### config.mk
export PLATFORM = sky130hd
export DESIGN_NAME = dcache_controller
export DESIGN_NICKNAME = d
export VERILOG_FILES = /design/src/rtl/dcache_pkg.sv /design/src/rtl/dcache_word_merge.sv /design/src/rtl/dcache_controller.sv
export SDC_FILE = /design/constraint.sdc
export NUM_CORES = 1
export LEC_CHECK = 0
export ABC_AREA = 1
export CAP_MARGIN = 20
export CORE_AREA = 4 4 475 477
export CTS_BUF_LIST = sky130_fd_sc_hd__clkbuf_8
export CTS_CLUSTER_DIAMETER = 30
export CTS_CLUSTER_SIZE = 16
export DETAILED_ROUTE_END_ITERATION = 8
export DIE_AREA = 0 0 479 481
export SYNTH_ARGS = -nofsm -noshare
export SYNTH_HDL_FRONTEND = slang
export SYNTH_HIERARCHICAL = 1
export SYNTH_SLANG_ARGS = --single-unit
### constraint.sdc
create_clock -name clk_i -period 4 [get_ports clk_i]
set_clock_uncertainty 0.1 [all_clocks]
set_input_delay 0.6 -clock clk_i [delete_from_list [all_inputs] [get_ports clk_i]]
set_output_delay 0.6 -clock clk_i [all_outputs]
set_load 0.03 [all_outputs]
### src/rtl/dcache_pkg.sv
// Shared widths, address field positions, FSM state codes and tag-bit indices
// for the L1 data cache controller.
package dcache_pkg;

  localparam int ADDR_W  = 32;
  localparam int WORD_W  = 32;
  localparam int LINE_W  = 256;
  localparam int IDX_W   = 4;
  localparam int TAG_W   = 23;
  localparam int STAG_W  = 25;
  localparam int WSEL_W  = 3;
  localparam int WORDS   = LINE_W / WORD_W;

  // cpu address: tag [31:9], index [8:5], word [4:2]
  localparam int TAG_LSB  = 9;
  localparam int IDX_LSB  = 5;
  localparam int WORD_LSB = 2;

  // SRAM tag word layout {valid, dirty, tag}
  localparam int VALID = 24;
  localparam int DIRTY = 23;

  localparam logic [2:0] S_IDLE        = 3'd0;
  localparam logic [2:0] S_MISS        = 3'd1;
  localparam logic [2:0] S_WRITEBACK   = 3'd2;
  localparam logic [2:0] S_REFILL      = 3'd3;
  localparam logic [2:0] S_REFILL_DONE = 3'd4;

  function automatic logic [WORD_W-1:0] word_sel(input logic [LINE_W-1:0] line,
                                                 input logic [WSEL_W-1:0] w);
    return line[w*WORD_W +: WORD_W];
  endfunction

endpackage

### src/rtl/dcache_word_merge.sv
// Replaces one 32-bit word of a 256-bit cache line, selected by word index.
module dcache_word_merge
  import dcache_pkg::*;
(
  input  logic [LINE_W-1:0] line,
  input  logic [WSEL_W-1:0] sel,
  input  logic [WORD_W-1:0] word,
  output logic [LINE_W-1:0] merged
);

  for (genvar i = 0; i < WORDS; i++) begin : g_word
    assign merged[i*WORD_W +: WORD_W] = (sel == WSEL_W'(i)) ? word : line[i*WORD_W +: WORD_W];
  end

endmodule

### src/rtl/dcache_controller.sv
// L1 data cache control: hit service, dirty write-back and line refill,
// stalling the CPU port until a missed access can complete.
module dcache_controller
  import dcache_pkg::*;
(
  input  logic              clk_i,
  input  logic              rst_i,
  input  logic              cpu_req_i,
  input  logic              cpu_we_i,
  input  logic [ADDR_W-1:0] cpu_addr_i,
  input  logic [WORD_W-1:0] cpu_data_i,
  output logic [WORD_W-1:0] cpu_data_o,
  output logic              cpu_stall_o,
  output logic [IDX_W-1:0]  sram_addr_o,
  output logic [STAG_W-1:0] sram_tag_o,
  output logic [LINE_W-1:0] sram_data_o,
  output logic              sram_enable_o,
  output logic              sram_write_o,
  input  logic [STAG_W-1:0] sram_tag_i,
  input  logic [LINE_W-1:0] sram_data_i,
  input  logic              sram_hit_i,
  output logic              mem_enable_o,
  output logic              mem_write_o,
  output logic [ADDR_W-1:0] mem_addr_o,
  output logic [LINE_W-1:0] mem_data_o,
  input  logic [LINE_W-1:0] mem_data_i,
  input  logic              mem_ack_i
);

  logic [2:0]        state, state_nxt;
  logic [TAG_W-1:0]  cpu_tag;
  logic [IDX_W-1:0]  cpu_idx;
  logic [WSEL_W-1:0] cpu_word;
  logic [LINE_W-1:0] merged_line;
  logic              unused_ok;

  assign cpu_tag   = cpu_addr_i[ADDR_W-1:TAG_LSB];
  assign cpu_idx   = cpu_addr_i[TAG_LSB-1:IDX_LSB];
  assign cpu_word  = cpu_addr_i[IDX_LSB-1:WORD_LSB];
  assign unused_ok = ^cpu_addr_i[WORD_LSB-1:0];

  dcache_word_merge u_merge (
    .line   (sram_data_i),
    .sel    (cpu_word),
    .word   (cpu_data_i),
    .merged (merged_line)
  );

  always_ff @(posedge clk_i or posedge rst_i) begin
    if (rst_i) state <= S_IDLE;
    else       state <= state_nxt;
  end

  assign cpu_stall_o = (state != S_IDLE) || (cpu_req_i && !sram_hit_i);

  // All outputs decode from state, so an async reset drops mem_enable_o at once.
  always_comb begin
    state_nxt     = state;
    cpu_data_o    = '0;
    sram_addr_o   = cpu_idx;
    sram_tag_o    = {2'b00, cpu_tag};
    sram_data_o   = '0;
    sram_enable_o = 1'b0;
    sram_write_o  = 1'b0;
    mem_enable_o  = 1'b0;
    mem_write_o   = 1'b0;
    mem_addr_o    = '0;
    mem_data_o    = '0;
    case (state)
      S_IDLE: begin
        sram_enable_o = cpu_req_i;
        if (cpu_req_i) begin
          if (sram_hit_i) begin
            cpu_data_o = word_sel(sram_data_i, cpu_word);
            if (cpu_we_i) begin
              sram_write_o = 1'b1;
              sram_data_o  = merged_line;
              sram_tag_o   = {1'b1, 1'b1, cpu_tag};
            end
          end else begin
            state_nxt = S_MISS;
          end
        end
      end
      S_MISS: begin
        // keep the lookup live so the victim's tag is presented
        sram_enable_o = 1'b1;
        state_nxt = (sram_tag_i[VALID] && sram_tag_i[DIRTY]) ? S_WRITEBACK : S_REFILL;
      end
      S_WRITEBACK: begin
        sram_enable_o = 1'b1;
        mem_enable_o  = 1'b1;
        mem_write_o   = 1'b1;
        mem_addr_o    = {sram_tag_i[TAG_W-1:0], cpu_idx, {IDX_LSB{1'b0}}};
        mem_data_o    = sram_data_i;
        if (mem_ack_i) state_nxt = S_REFILL;
      end
      S_REFILL: begin
        sram_enable_o = 1'b1;
        mem_enable_o  = 1'b1;
        mem_addr_o    = {cpu_tag, cpu_idx, {IDX_LSB{1'b0}}};
        if (mem_ack_i) begin
          sram_write_o = 1'b1;
          sram_data_o  = mem_data_i;
          sram_tag_o   = {1'b1, 1'b0, cpu_tag};
          state_nxt    = S_REFILL_DONE;
        end
      end
      S_REFILL_DONE: state_nxt = S_IDLE;
      default:       state_nxt = S_IDLE;
    endcase
  end

endmodule

==> summary by stage, run 1 <==
Run status
The flow ran to the end, and the final reports show no timing, DRC or antenna violations.

Detailed routing
Using the TritonRoute via totals, the vias-per-cell ratio works out to between 3 and 4. The via total after detailed routing is 25000. The pre-antenna-repair detailed-routing pass consisted of 5 iterations.

Summed over all layers, the routed wires come to 242000 um. The first-iteration detailed-routing DRC count is 2402. The residual antenna-violating net count after detailed routing is 0.

The number of design rule violations left after detail routing is 0. The routed length per instance is 34.4 um.

STA
The tightest slew margin relative to the limit is a little under two fifths. The final critical delay including setup and external delays is 3.61 ns. At the pin with the least slew margin, the transition time is 0.929 ns. The number of pins with negative max-slew slack in the final report is 0.

Setup violations remaining at the end of the flow were counted as 0. The worst hold-check slack is around 0.5 ns. Derived from the worst setup path, the maximum achievable clock frequency is 0.277 GHz. The number of hold-slack violations in the final timing report was 0. For the final routed database, the setup TNS stands at 0 ns. After layout, the worst path uses between 90% and 100% of the clock period. Setup repair after global routing left no endpoint under its margin.

Synthesis
The proportion of synthesized flip-flops having asynchronous set or reset is 100%. The most common flop cell mapped by yosys is sky130_fd_sc_hd__dfrtp_1. Counting distinct cell types in the post-synthesis netlist gives 24.

The post-synthesis average cell area is about 4.3 um2. The library cell with the largest summed area after synthesis is sky130_fd_sc_hd__nand2_1. The most repeated cell in the gate-level netlist after synthesis is sky130_fd_sc_hd__nand2_1. Sorting the synthesized cells by area gives the leading types as sky130_fd_sc_hd__nand2_1 (47%), sky130_fd_sc_hd__nor2_1 (9.7%), sky130_fd_sc_hd__nand3_1 (9.1%). The portion of the post-synthesis area used by sequential elements is 0.591%.

After technology mapping, the gate count stands at roughly 3000. Ranked by instance count, the synthesized netlist is headed by sky130_fd_sc_hd__nand2_1 (1580), sky130_fd_sc_hd__nor2_1 (328), sky130_fd_sc_hd__inv_1 (301). The number of enable-type register cells in the synthesized netlist is 0. The cell area after synthesis is ~13000 um2. The synthesized design contains 3 register bits. The count of warnings emitted by yosys is 6. Of the post-synthesis cell area, the dominant cell type holds 46.7%.

Clock network
The clock passes through at most 2 buffers. Buffers added to address setup during post-CTS repair amount to 0. The H-tree depth reported by CTS is 1.

TritonCTS built the clock tree. The cts-stage hold buffer count is 0. The tree is rooted in a sky130_fd_sc_hd__clkbuf_8. The number of resized instances in the post-cts repair step is 0. For this design, the sink count on the clock tree is 3.

The clock latency reported for the late side of the worst-skew pair is 0.22 ns. Clock tree synthesis inserted a total of 3 buffers. After clock tree synthesis, the clock-pin slew on the worst setup and hold paths is roughly 0.030 ns.

Floorplan
The initial cell density of the core is ~5.7%. The full die area is 230000 um2. The number of cell rows is 173. After floorplanning, the core was sized to cover approximately 220000 um2.

Pin placement for this block handled 1217 I/O pins. The horizontal die dimension is 479 um. The y dimension of the die is 481 um.

Final layout
In the final layout, flip-flops and latches occupy 75.1 um2. From synthesis to final layout, the design area changed by 132%. In the final design database the tool counted 4631 nets.

The post-route netlist has ~13% of its cells at a drive strength greater than 1. The flip-flop count of the largest register after layout is 3. The area of the multi-input gates is 9840 um2.

The register name with the most flops is state. The largest registers in the layout are state x3. The count of fill cells added during filler insertion is 26100.

Setup path
The endpoint class of the critical path is a primary output. In this run the worst path has a maximum fanout of 24. The worst flop-to-flop path startpoint is state[2]. Traced cell by cell, the critical path runs through nor2_2 > nand2_4 > inv_2 > a22o_1 > clkdlybuf4s50_1.

The critical path starts at state[2]. The worst setup path is launched from a flip-flop. Data on the critical path is required at its endpoint by around 3.3 ns. The setup path with the least slack is of type reg -> out. Data arrives at the worst endpoint at 2.91 ns. The largest single stage delay on the critical path is roughly 0.91 ns. The standard cell with the maximum stage delay on the critical path is sky130_fd_sc_hd__clkdlybuf4s50_1.

GRT
The first global-routing pass estimated 291000 um of wire. The combined global-route utilization of all metal layers is 19.8%. Entering global routing, the biggest net connects between 80 and 90 pins. The via count of the first global-routing pass is 23600. Summed over all layers, the global routing overflow is 0. The number of antenna violations at the first check in global routing is 131.

Pwr
In this run the static leakage power is ~14 nW. The power density over the cells is 436 nW/um2. The peak supply drop is 0.300 mV.

Placed design
The count of buffers added on input and output ports is 1209. The HPWL reported at the end of detailed placement is 217000 um. The global placement routability congestion is between 0.9 and 1.

Job
The max-capacitance violation count is 0.

Hold path
The path class of the lowest-slack min-delay path is in -> async.
## path summary, 6_finish.rpt
path,to,slack [ns],cells past startpoint
setup / recovery,mem_addr_o[18],0.39,5
hold / removal,state[2],0.49,2
setup reg to reg,state[0],2.29,6
hold reg to reg,state[1],0.56,3
max in group asynchronous,state[1],3.18,2
min in group clk_i,state[1],0.56,3
## layout make-up
type / instances / area share [%]
timing repair buffer: 1340 / 49.3
tap: 2975 / 12.6
multi-input combinational: 2370 / 33.4
inverter: 306 / 3.98
antenna: 31 / 0.263
sequential: 3 / 0.255
clock inverter: 1 / 0.0127
clock buffer: 3 / 0.140
## per-layer routing
metal  share of wire [%]  global-route usage, %
met5                0.21                  0.601
met2                  43                   31.1
met4                 2.4                   3.27
met3                  11                   7.30
met1                  44                   26.1
## where the power goes
part           internal (mW)  switching [mW]
logic                   4.29            8.39
registers             0.0437          0.0201
clock network         0.0655          0.0215
## through the flow
stage / cell area [um2] / power, mW / cells / setup WS, ns / utilization, %
floorplan: 12700 / 5.66 / 2978 / 1.53 / -
global placement: 29300 / 12.9 / 6994 / 0.633 / 13.2
detailed placement: 29300 / 12.9 / 6994 / 0.650 / 13.2
CTS: 29400 / 13.0 / 6998 / 0.417 / 13.3
global route: 29400 / 13.4 / 7003 / 0.228 / 13.3
finish: 29500 / 12.8 / 7029 / 0.392 / 13.3
## cells in the final DEF (no fill, tap or decap), drive strengths merged
cell | synthesis | final
nand2 | 1581 | 1581
clkdlybuf4s50 | 0 | 863
buf | 241 | 475
nor2 | 332 | 332
inv | 306 | 307
nand3 | 232 | 232
nand4 | 160 | 160
o21ai | 34 | 34
diode | 0 | 31
a22o | 23 | 23
conb | 1 | 5
clkbuf | 58 | 5
dfrtp | 3 | 3
o31ai | 1 | 1
or2 | 1 | 1
a21oi | 1 | 1
## worst max-delay path, delay by kind of cell, from the launching register on
kind	cells	cell delay, ns
and+or+nand+nor	2	0.57
DFF	1	0.46
AOI/OAI and AO/OA	1	0.20
buffers and inverters	2	1.43
## cells by family after synthesis
group,Yosys count,share of synthesized area (%)
AO/OA/AOI/OAI,59,3.02
buffers and inverters,605,22.5
flip-flops,3,0.591
other,1,0.0295
AND/OR/NAND/NOR,2306,73.8
Note: power is estimated with default switching activity, not from simulation.
==> run 2: changes to the inputs <==
Settings changed: CELL_PAD_IN_SITES_DETAIL_PLACEMENT set to 0, CELL_PAD_IN_SITES_GLOBAL_PLACEMENT set to 1, CORE_AREA 4 4 475 477 to 4 4 473 475, DIE_AREA 0 0 479 481 to 0 0 477 479, PLACE_DENSITY_LB_ADDON set to 0.1, SETUP_SLACK_MARGIN set to 0.1.
==> run 2 against run 1 <==
  * Critical path type is now in -> out
  * First-iteration DRC count shrank 52%
  * Fmax fell by 0.48%
  * Critical path depth is 2 higher
  * Setup slack got worse by 0.018 ns
==> summary by stage, run 2 (same netlist as run 1, synthesis figures left out) <==
Setup path
The setup path with the least slack is of type in -> out. The maximum fanout along the worst path is 46 (+92%). The endpoint class of the critical path is a primary output.

The arrival time at the worst endpoint is 2.93 ns (+0.02 ns). The data required time of the worst path is 3.30 ns (about the same). The kind of start point of the critical path is a primary input.

Detailed routing
The via total after detailed routing was 23100 (-7.8%). The residual antenna-violating net count after detailed routing is 0 (unchanged). The ratio of routed vias to standard cells was 3.34 (-6.3%). The first-iteration detailed-routing DRC count is 1146 (-52%). The routed length per instance came to 29.7 um (-14%). The number of iterations in the first detailed-routing pass is 5 (unchanged). The number of design rule violations left after detail routing is 0 (unchanged). The total detailed-routing wirelength is 205000 um (-15%).

Placed design
The placed standard-cell area is 29200 um2 (-0.42%). The worst setup slack after placement is 0.374 ns (-0.275 ns). The global placement routability congestion is 0.829 (-10%).

The total of buffers placed on input and output ports is 1209 (unchanged). The HPWL reported at the end of detailed placement is 177000 um (-18%).

Clock network
The H-tree depth reported by CTS was 1 (unchanged). The maximum clock path buffer count was 2 (unchanged). The clock latency reported for the late side of the worst-skew pair is 0.22 ns (about the same).

The number of buffers inserted during clock tree synthesis is 3 (unchanged). The register clock-pin slew on the reported worst setup and hold paths was 0.03 ns (about the same). The number of resized instances in the post-cts repair step is 0 (unchanged). The count of clock tree sinks was 3 (unchanged). The root buffer cell is sky130_fd_sc_hd__clkbuf_8. The post-CTS repair timing setup buffer count is 0 (unchanged). TritonCTS built the clock tree. The cts-stage hold buffer count was 0 (unchanged).

Pwr
The overall power is 12.3 mW (-4.3%). The leakage power total is 14.0 nW (-0.96%). The peak supply drop is 0.198 mV (-34%). The power density over the cells is 419 nW/um2 (-3.7%).

Final layout
The largest registers in the layout are state x3. The summed area of non-filler cells in the final layout came to 29300 um2 (-0.59%). The fraction of layout cells with a size suffix above 1 is 11.0% (-1.5 points). The net count reported at finish is 4640 (+0.19%). The growth of design area from synthesis to finish is 131%. The flip-flop count of the largest register after layout was 3 (unchanged). The register name with the most flops is state.

In the layout the commonest cells are sky130_fd_sc_hd__nand2_1 (1577), sky130_fd_sc_hd__clkdlybuf4s50_1 (932), sky130_fd_sc_hd__nor2_1 (326). Leaving out fill and tap cells, the most frequent cell in the layout is sky130_fd_sc_hd__nand2_1.

Floorplan
The full die area was 228000 um2 (-0.83%). The area of the core is 219000 um2 (-0.97%). The horizontal die dimension is 477 um (-0.42%).

The number of cell rows came to 172 (-0.58%). The initial cell density of the core came to 5.79% (+0.056 points). The count of pins on the block boundary is 1217 (unchanged). The y dimension of the die is 479 um (-0.42%).

Run status
The run finished with clean final reports.

Hold path
The min-delay analysis places its worst path in the category in -> async.

STA
The number of hold-slack violations in the final timing report is 0 (unchanged). The number of pins with negative max-slew slack in the final report is 0 (unchanged). The achievable clock frequency is 0.276 GHz (-0.48%). The sum of negative setup slack is 0 ns (unchanged).

Setup repair after global routing left no endpoint under its margin. The final clock period utilization by the worst path was 90.6% (+0.44 points). The tightest slew margin relative to the limit was 49.2% (+11 points). The worst setup slack after layout was 0.375 ns (-0.0175 ns). The final critical delay including setup and external delays came to 3.63 ns (+0.0175 ns). The slew at the pin closest to its max-slew limit is 0.760 ns (-0.169 ns). The final count of negative-setup-slack endpoints is 0 (unchanged).

GRT
The largest net degree at the start of global routing was 59 (-29%). The number of antenna violations at the first check in global routing is 47 (-64%). The wire length of the first global-routing pass is 262000 um (-10%).

The global-route congestion overflow total is 0 (unchanged). The via count of the first global-routing pass is 24500 (+3.6%). The combined global-route utilization of all metal layers is 17.0% (-2.8 points).

Job
The max-capacitance violation count came to 0 (unchanged).
[run 2: layer usage]
metal / routed length [um] / GRT usage, % / vias to the layer above
li1: - / - / 11100
met1: 84400 / 20.1 / 11000
met2: 103000 / 31.3 / 849
met3: 13900 / 4.74 / 102
met4: 3170 / 2.06 / 32
met5: 201 / 0 / -
[run 2: final cells by class]
cell class              instances  area [um2]
clock buffers                   3        41.3
well taps                    2871        3590
diodes                         10        25.0
repair buffers               1349       14500
clock inverters                 1        3.75
multi-input cells            2370        9840
fillers                     25900      190000
inverters                     306        1180
flip-flops and latches          3        75.1
[run 2: final timing paths]
kind                            from                to  slack, ns  depth (start not counted)
setup / recovery           cpu_req_i  sram_data_o[168]       0.37                          7
hold / removal                 rst_i          state[0]       0.47                          2
setup reg to reg            state[1]          state[2]       2.33                          5
hold reg to reg             state[0]          state[1]       0.58                          3
max in group asynchronous      rst_i          state[2]       3.20                          2
min in group clk_i          state[0]          state[1]       0.58                          3
[run 2: metrics by stage]
step,hold WS [ns],util (%),std cells
final,0.469,13.4,6913
after global routing,0.486,13.3,6905
after CTS,0.469,13.3,6903
after detailed placement,0.566,13.3,6899
after global placement,0.579,13.3,6899
after floorplan,0.254,-,2978
[run 2: worst max-delay path: stages]
cell and delay, ns:
sky130_fd_sc_hd__clkdlybuf4s50_1 0.58, sky130_fd_sc_hd__nand3_1 0.17, sky130_fd_sc_hd__nor2_4 0.22, sky130_fd_sc_hd__buf_12 0.25, sky130_fd_sc_hd__nand2_1 0.16, sky130_fd_sc_hd__nand2_1 0.11
sky130_fd_sc_hd__clkdlybuf4s50_1 0.70
[run 2: where the power goes]
group / switching (mW) / leakage (nW) / internal [mW]
combinational: 7.82 / 13.9 / 4.31
clock: 0.0214 / 0.0270 / 0.0655
sequential: 0.0245 / 0.0364 / 0.0436
==> run 3: changes to the inputs <==
Clock period 4 ns to 4.6 ns, I/O delays scaled along.
==> run 3 against run 2 <==
  * First-iteration DRC count fell by 6.7%
  * Critical path depth rose by 1
  * Total power fell by 14%
  * Cell area fell by 0.89%
  * Via count rose by 0.24%
  * Wire length rose by 0.28%
  * Utilization fell by 0.12 points
  * Setup slack improved by 0.36 ns
  * Critical path type unchanged
  * Largest power group unchanged
  * Highest routed layer unchanged
==> summary by stage, run 3 (same netlist as run 1, synthesis figures left out) <==
Setup path
The arrival time at the worst endpoint came to 3.07 ns (+0.14 ns). The kind of critical path is in -> out. The endpoint class of the critical path is a primary output. The biggest cell delay along the critical path came to 0.71 ns (about the same). The slowest stage of the critical path belongs to the cell sky130_fd_sc_hd__clkdlybuf4s50_1. The kind of cell with the highest combined delay along the critical path is buffers and inverters. The signal on the critical path passes through clkdlybuf4s50_1 > nand3_1 > nor2_4 > buf_12 > buf_12 > nand2_1 > nand2_1 > clkdlybuf4s50_1. The maximum fanout along the worst path is 28 (-39%). The data required time of the worst path is 3.81 ns (+0.51 ns). The worst setup path is launched from a primary input.

The combined buffer and inverter count along the critical path was 4 (+1).

Floorplan
The full die area is 228000 um2 (unchanged). The number of cell rows is 172 (unchanged). The area of the core is 219000 um2 (unchanged). The initial cell density of the core is 5.79% (unchanged).

The count of pins on the block boundary came to 1217 (unchanged). The y dimension of the die is 479 um (unchanged). The horizontal die dimension is 477 um (unchanged).

STA
The worst path uses between 80% and 90% of the clock period. The number of pins with negative max-slew slack in the final report is 0 (unchanged). Setup repair after global routing left no endpoint under its margin. The final count of negative-setup-slack endpoints came to 0 (unchanged). Derived from the worst setup path, the maximum achievable clock frequency is 0.259 GHz. The number of hold-slack violations in the final timing report came to 0 (unchanged).

The final critical delay including setup and external delays is 3.86 ns. The tightest slew margin relative to the limit was 46.7% (-2.5 points). The slew at the pin closest to its max-slew limit is 0.799 ns (+0.0394 ns). The sum of negative setup slack came to 0 ns (unchanged).

Pwr
The reported net switching power is 6.76 mW (-14%). The leakage power total is 13.8 nW (-1.3%). The peak supply drop is 0.188 mV (-4.9%). The combinational fraction of design power is 98.7% (about the same). The switching share of power came to 64.0% (about the same). The proportion of power drawn by the clock network came to 0.7% (about the same). The power density over the cells is 364 nW/um2 (-13%). The relative contribution of sequential cells to total power is 0.6% (about the same). The internal power consumption is 3.80 mW (-14%).

Clock network
The clock latency reported for the late side of the worst-skew pair is 0.22 ns (about the same). The H-tree depth reported by CTS is 1 (unchanged). The number of resized instances in the post-cts repair step came to 0 (unchanged). The CTS tree is built. The register clock-pin slew on the reported worst setup and hold paths was 0.03 ns (about the same). The cts-stage hold buffer count was 0 (unchanged).

The count of clock tree sinks came to 3 (unchanged). The post-CTS repair timing setup buffer count is 0 (unchanged). The number of buffers inserted during clock tree synthesis is 3 (unchanged).

The maximum clock path buffer count is 2 (unchanged). The root buffer cell is sky130_fd_sc_hd__clkbuf_8.

Placed design
The global placement routability congestion is 0.824 (-0.53%). The placed standard-cell area came to 29000 um2 (-0.90%). The total of buffers placed on input and output ports was 1209 (unchanged). The HPWL reported at the end of detailed placement is 175000 um (-1.0%).

Job
The max-capacitance violation count was 0 (unchanged).

GRT
The largest net degree at the start of global routing is 85 (+44%). The via count of the first global-routing pass was 24700 (+0.81%). The global-route congestion overflow total came to 0 (unchanged). The number of antenna violations at the first check in global routing was 56 (+19%). The wire length of the first global-routing pass is 263000 um (+0.44%). The combined global-route utilization of all metal layers was 17.1% (+0.037 points).

Detailed routing
The via total after detailed routing is 23100 (+0.24%). The ratio of routed vias to standard cells is 3.35 (+0.42%). The number of design rule violations left after detail routing is 0 (unchanged). The total detailed-routing wirelength was 206000 um (+0.28%).

The number of iterations in the first detailed-routing pass is 6 (+1). The routed length per instance came to 29.8 um (+0.45%). The residual antenna-violating net count after detailed routing was 0 (unchanged). The first-iteration detailed-routing DRC count is 1069 (-6.7%).

Final layout
The flip-flop count of the largest register after layout is 3 (unchanged). The net count reported at finish is 4627 (-0.28%). The summed area of non-filler cells in the final layout is 29000 um2 (-0.89%). The largest registers in the layout are state x3.

The area of the multi-input gates came to 9840 um2 (unchanged). Relative to the synthesized area, the layout overhead comes to 128%. The register name with the most flops is state. The most common library cell in the layout ignoring fill and taps is sky130_fd_sc_hd__nand2_1. The fraction of layout cells with a size suffix above 1 is 10.0% (-1.0 points). In the layout the commonest cells are sky130_fd_sc_hd__nand2_1 (1577), sky130_fd_sc_hd__clkdlybuf4s50_1 (961), sky130_fd_sc_hd__nor2_1 (326).

The count of fill cells added during filler insertion is 26000 (+0.49%). The footprint of the flip-flops and latches is 75.1 um2 (unchanged).

Run status
The run finished with clean final reports.

Hold path
The tightest min-delay check is of the in -> async type.
## run 3: cell count changes in the layout (fill, tap and decap cells not counted)
cell / delta
sky130_fd_sc_hd__clkdlybuf4s50_1: +29
sky130_fd_sc_hd__diode_2: +1
sky130_fd_sc_hd__buf_4: -23
sky130_fd_sc_hd__buf_12: -19
## run 3: final timing paths
kind | startpoint | end | slack, ns | depth (start not counted)
hold reg to reg | state[0] | state[1] | 0.56 | 3
min in group clk_i | state[0] | state[1] | 0.56 | 3
hold / removal | rst_i | state[0] | 0.56 | 2
setup / recovery | cpu_req_i | sram_data_o[86] | 0.74 | 8
max in group asynchronous | rst_i | state[1] | 3.70 | 2
setup reg to reg | state[1] | state[2] | 2.77 | 5
## run 3: power by group through the flow
stage / Clock, mW / Combinational [mW] / Sequential [mW]
after floorplan: 0 / 4.87 / 0.0524
after global placement: 0 / 10.8 / 0.0594
after detailed placement: 0 / 10.7 / 0.0568
after CTS: 0.0786 / 10.8 / 0.0579
after global routing: 0.0811 / 11.1 / 0.0598
final: 0.0763 / 10.4 / 0.0581
## run 3: final cells by class
cell class                      count  share of cell area, %
Timing Repair Buffer             1336                   49.2
Multi-Input combinational cell   2370                   33.9
Tap cell                         2871                   12.4
Inverter                          306                   4.05
Sequential cell                     3                  0.259
Clock buffer                        3                  0.142
Antenna cell                       11                 0.0948
Clock inverter                      1                 0.0129
## run 3: per-layer routing
metal | track usage (%) | wire length [um] | vias up
met5 | 0 | 271 | -
met4 | 0.632 | 1090 | 42
met3 | 4.94 | 14700 | 97
met2 | 32.1 | 106000 | 854
met1 | 20.0 | 83900 | 11000
li1 | - | - | 11100
## run 3: stage by stage
stage | setup slack, ns | hold slack [ns] | power (mW) | utilization (%) | instances
after floorplan | 1.97 | 0.344 | 4.92 | - | 2978
after detailed placement | 0.700 | 0.551 | 10.8 | 13.2 | 6886
after CTS | 0.686 | 0.553 | 10.9 | 13.2 | 6890
after global placement | 0.693 | 0.575 | 10.9 | 13.2 | 6886
final | 0.738 | 0.556 | 10.6 | 13.2 | 6901
after global routing | 0.555 | 0.598 | 11.2 | 13.2 | 6890
